### config.mk
export PLATFORM = sky130hd
export DESIGN_NAME = digit_serial_addsub
export DESIGN_NICKNAME = d
export VERILOG_FILES = /design/src/rtl/digit_serial_addsub.sv
export SDC_FILE = /design/constraint.sdc
export NUM_CORES = 1
export LEC_CHECK = 0
export CORE_AREA = 4 4 109 111
export DETAILED_ROUTE_END_ITERATION = 7
export DIE_AREA = 0 0 113 115
export PLACE_DENSITY = 0.76
export SLEW_MARGIN = 10
export SYNTH_ARGS = -nofsm -noshare
export SYNTH_HDL_FRONTEND = slang
export SYNTH_SLANG_ARGS = --single-unit
### constraint.sdc
create_clock -name clk -period 11.3 [get_ports clk]
set_input_delay 2.26 -clock clk [delete_from_list [all_inputs] [get_ports clk]]
set_output_delay 2.26 -clock clk [all_outputs]
set_load 0.03 [all_outputs]
### src/rtl/digit_serial_addsub.sv
// Digit-serial add/subtract unit: DIGIT_WIDTH bits per cycle with a registered
// carry/borrow between digits, plus signed overflow and zero flags.

module digit_serial_addsub_param_check #(
    parameter int WIDTH       = 32,
    parameter int DIGIT_WIDTH = 8
) ();
    if (DIGIT_WIDTH < 1 || DIGIT_WIDTH > WIDTH || (WIDTH % DIGIT_WIDTH) != 0) begin : g_bad_params
        $error("digit_serial_addsub: WIDTH must be a multiple of DIGIT_WIDTH with 1 <= DIGIT_WIDTH <= WIDTH");
    end
endmodule

// state | meaning
// IDLE  | waiting for an operand request, in_ready=1
// CALC  | one digit per cycle, carry held in carry_q
// DONE  | result valid, held until out_ready; may accept the next request
module digit_serial_addsub #(
    parameter int WIDTH       = 32,
    parameter int DIGIT_WIDTH = 8
) (
    input  logic             clk,
    input  logic             rst,
    input  logic             in_valid,
    output logic             in_ready,
    input  logic [WIDTH-1:0] input_a,
    input  logic [WIDTH-1:0] input_b,
    input  logic             carry_in,
    input  logic             op_sub,
    output logic             out_valid,
    input  logic             out_ready,
    output logic [WIDTH-1:0] result,
    output logic             carry_out,
    output logic             overflow,
    output logic             zero
);
    localparam int NUM_DIGITS = WIDTH / DIGIT_WIDTH;
    localparam int CNT_W      = (NUM_DIGITS > 1) ? $clog2(NUM_DIGITS) : 1;
    localparam logic [CNT_W-1:0] LAST_DIGIT = CNT_W'(NUM_DIGITS - 1);

    digit_serial_addsub_param_check #(
        .WIDTH      (WIDTH),
        .DIGIT_WIDTH(DIGIT_WIDTH)
    ) u_param_check ();

    typedef enum logic [1:0] {
        IDLE = 2'd0,
        CALC = 2'd1,
        DONE = 2'd2
    } state_t;

    state_t                 state_q;
    state_t                 state_d;
    logic [WIDTH-1:0]       a_q;
    logic [WIDTH-1:0]       b_q;
    logic [WIDTH-1:0]       result_d;
    logic                   op_sub_q;
    logic                   carry_q;
    logic [CNT_W-1:0]       digit_q;
    logic                   accept;
    logic                   last_digit;
    logic [DIGIT_WIDTH-1:0] a_dig;
    logic [DIGIT_WIDTH-1:0] b_dig;
    logic [DIGIT_WIDTH:0]   dig_sum;

    assign last_digit = (digit_q == LAST_DIGIT);
    assign accept     = in_valid && in_ready;

    always_comb begin
        state_d   = state_q;
        in_ready  = 1'b0;
        out_valid = 1'b0;
        case (state_q)
            IDLE: begin
                in_ready = 1'b1;
                if (in_valid) begin
                    state_d = CALC;
                end
            end
            CALC: begin
                if (last_digit) begin
                    state_d = DONE;
                end
            end
            DONE: begin
                out_valid = 1'b1;
                // a waiting request is taken in the same cycle the result leaves
                in_ready  = out_ready;
                if (out_ready) begin
                    state_d = in_valid ? CALC : IDLE;
                end
            end
            default: state_d = IDLE;
        endcase
    end

    // subtraction is A + ~B + ~borrow_in, so B is inverted per digit
    always_comb begin
        a_dig    = a_q[int'(digit_q) * DIGIT_WIDTH +: DIGIT_WIDTH];
        b_dig    = b_q[int'(digit_q) * DIGIT_WIDTH +: DIGIT_WIDTH] ^ {DIGIT_WIDTH{op_sub_q}};
        dig_sum  = {1'b0, a_dig} + {1'b0, b_dig} + {{DIGIT_WIDTH{1'b0}}, carry_q};
        result_d = result;
        result_d[int'(digit_q) * DIGIT_WIDTH +: DIGIT_WIDTH] = dig_sum[DIGIT_WIDTH-1:0];
    end

    always_ff @(posedge clk) begin
        if (rst) begin
            state_q   <= IDLE;
            a_q       <= '0;
            b_q       <= '0;
            op_sub_q  <= 1'b0;
            carry_q   <= 1'b0;
            digit_q   <= '0;
            result    <= '0;
            carry_out <= 1'b0;
            overflow  <= 1'b0;
            zero      <= 1'b0;
        end else begin
            state_q <= state_d;
            if (accept) begin
                a_q      <= input_a;
                b_q      <= input_b;
                op_sub_q <= op_sub;
                carry_q  <= carry_in ^ op_sub;
                digit_q  <= '0;
            end else if (state_q == CALC) begin
                result  <= result_d;
                carry_q <= dig_sum[DIGIT_WIDTH];
                digit_q <= last_digit ? '0 : digit_q + CNT_W'(1);
                if (last_digit) begin
                    carry_out <= dig_sum[DIGIT_WIDTH] ^ op_sub_q;
                    overflow  <= (a_q[WIDTH-1] == (b_q[WIDTH-1] ^ op_sub_q)) &&
                                 (result_d[WIDTH-1] != a_q[WIDTH-1]);
                    zero      <= (result_d == '0);
                end
            end
        end
    end

endmodule

==> reports/metrics.yaml <==
status: "completed"
htree_levels: 3
yosysMostFrequentCell: "nand2_1"
timing.rr.start: "digit_q[0]$_SDFFE_PP0P_"
period_minus_slack_ps: 6020
drv_slew: 0
worstHoldPathType: "flop to flop"
vias_per_cell: 5.45
crit_fanout: 3
synth.distinct_cells: 51
grt.total_usage_pct: 18.9
syn_avg_cell_area_sq_um: 8.47
finalCritPeriodShare_pct: 53.3
cts_buffers: 9
nets: 742
critical_path_required_ps: 9040
clock_path_buffers: 2
crit_path_end: "in_ready"
cts_tree: "yes"
clock.fmax_mhz: 166
core_sq_um: 10800
die_x_um: 113
critPathArrivalTime_ps: 3760
cp_cell_sequence: "clkdlybuf4s50_1, inv_1, a21oi_1, clkdlybuf4s50_1"
synth.ff_latch_count: 105
grt_pass1_wl_um: 20300
cpPeakStageDelay_ps: 730
grt_max_degree: 109
rsz0062_at_grt: "false"
die_h_um: 115
finalHoldViolCount: 0
synthesis.nets: 657
cts_hold_buffers: 0
ys_warn_count: 0
synth_seq_area_share_pct: 43.4
overflow: 0
relSlewSlack_pct: 21.8
power_uw: 765
cellLeakagePower_nw: 2.25
tns_ps: 0
drive_gt1_share_pct: 6.80
place.gp.congestion: 0.902
cp-startpoint: "out_ready"
worstSetupPathType: "input pin to output port"
area_growth_pct: 26.9
synth.top_cell.area_share_pct: 43.4
r2r_end: "zero$_SDFFE_PP0P_"
setup_viol: 0
wl_um: 12200
placementRows: 38
synthArstFlopShare_pct: 0
dpl.cell_count: 786
synth_common_cells: "nand2_1, dfxtp_1, a21oi_1, nor2_1, a22oi_1"
synthesis.area_sq_um: 4850
ir_drop_mv: 0.0637
first_global_vias: 4350
ios: 107
cts-root-buf: "clkbuf_8"
drt-wirelength-per-cell_um: 15.2
io_buffers: 106
ys.flop_type: "dfxtp_1"
critPathLaunchType: "input pin"
drt_first_pass_iters: 5
synth_cells: 572
ant_nets: 0
synth_top_cell_by_area: "dfxtp_1"
clock_skew_ps: 10.6
stdcell_count: 802
yosys-top-cells-area: "dfxtp_1, nand2_1, a21oi_1, mux4_2, a22oi_1"
num_antenna_cells: 0
synth_edf_count: 0
cp-end-kind: "output port"
worst_slew_pin_slew_ps: 1170
fillers: 963
crit_family: "buffers and inverters"
r2r_cells: 11
clkSinkCount: 105
drt_iter0_drc: 290
path_clk_slew_ps: 100
cts_setup_buffers: 0
antenna_found_initial: 0
power_density_nw_per_um2: 124
start_util_pct: 44.9
drv_cap: 0
num_vias: 4373
slowest_stage: "clkdlybuf4s50_1"
clk_latency_ps: 370
dp_hpwl_um: 8820
path_buf_inv: 3
cts_resized: 0
dieArea_sq_um: 13000
drcViolationCount: 0
crit_cells: 4
crit_path_frequent_cell: "clkdlybuf4s50_1"
rrSetupSlack_ps: 6990
-- registers in the layout, indices dropped and copies added (netlist names) --
signal,flops
carry_q,1
state_q,2
result,32
b_q,32
carry_out,1
op_sub_q,1
overflow,1
zero,1
a_q,32
digit_q,2
-- layer usage --
layer | routed length [um] | share of wire [%] | track usage, %
met3 | 683 | 5.6 | 3.53
met2 | 6080 | 50 | 33.2
met4 | 169 | 1.4 | 6.49
met1 | 5300 | 43 | 23.4
met5 | 0 | 0 | 0
-- through the flow --
step	cell area, sq um	util [%]	setup slack (ps)	hold WS [ps]
after floorplan	4850	-	6190	433
after global placement	5970	55.3	5310	440
after detailed placement	5970	55.3	5270	447
after CTS	6150	57.0	5270	461
after global routing	6150	57.0	5220	475
final	6150	57.0	5280	458
-- cell usage in the layout, fill, tap and decap left out, types with 5 or more instances in the layout --
cell             Yosys  routed
nand2_1            145     144
dfxtp_1            105     105
clkdlybuf4s50_1      0     105
a21oi_1             85      85
nor2_1              49      49
a22oi_1             30      30
mux4_2              16      16
ha_1                13      13
inv_1               11      11
nor3_1              11      11
clkbuf_8             0      10
xor2_1               8       8
nor4_1               7       7
xnor2_1              5       5
-- kinds of logic (layout without fill, tap and decap cells) --
group / Yosys count / in the layout / share of synthesized area (%)
flops: 105 / 105 / 43.4
compound gates: 141 / 141 / 17.8
fa+ha+maj: 15 / 15 / 4.18
xor+xnor: 13 / 13 / 2.35
buf+inv: 45 / 135 / 3.56
simple gates: 235 / 235 / 20.9
mux: 18 / 18 / 7.85
-- worst reg2reg max path, cell delays in order (launching register included) --
cell and delay (ps):
dfxtp_1 720, buf_4 400, mux4_2 570, xor2_1 270
inv_1 100, fa_1 420, nand2b_1 180, a21oi_1 250
nor4_1 80, nor3_1 710, o41ai_1 230, a32o_2 300
-- how the worst min path moves through the flow --
| stage | start | to | slack, ps | cells after the start |
|---|---|---|---|---|
| 6_report | b_q[1]$_SDFFE_PP0P_ | b_q[1]$_SDFFE_PP0P_ | 460 | 2 |
| 5_1_grt | b_q[11]$_SDFFE_PP0P_ | b_q[11]$_SDFFE_PP0P_ | 480 | 2 |
| 4_1_cts | b_q[12]$_SDFFE_PP0P_ | b_q[12]$_SDFFE_PP0P_ | 460 | 2 |
| 3_5_place_dp | b_q[12]$_SDFFE_PP0P_ | b_q[12]$_SDFFE_PP0P_ | 450 | 2 |
| 3_3_place_gp | b_q[8]$_SDFFE_PP0P_ | b_q[8]$_SDFFE_PP0P_ | 440 | 2 |
| 2_1_floorplan | a_q[10]$_SDFFE_PP0P_ | a_q[10]$_SDFFE_PP0P_ | 430 | 2 |
-- final cells by class --
class | count | area (sq um) | area share, %
Clock buffer | 11 | 141 | 2.30
Tap cell | 140 | 175 | 2.85
Inverter | 11 | 41.3 | 0.671
Sequential cell | 105 | 2100 | 34.2
Multi-Input combinational cell | 422 | 2580 | 41.9
Timing Repair Buffer | 108 | 1070 | 17.5
Clock inverter | 5 | 40.0 | 0.651
-- power by group --
group	switching (mW)	internal, mW	leakage [nW]
clock	0.131	0.0879	0.0875
combinational	0.0838	0.0650	1.30
sequential	0.0111	0.386	0.857
No activity file was read; power rests on OpenSTA's default activity.
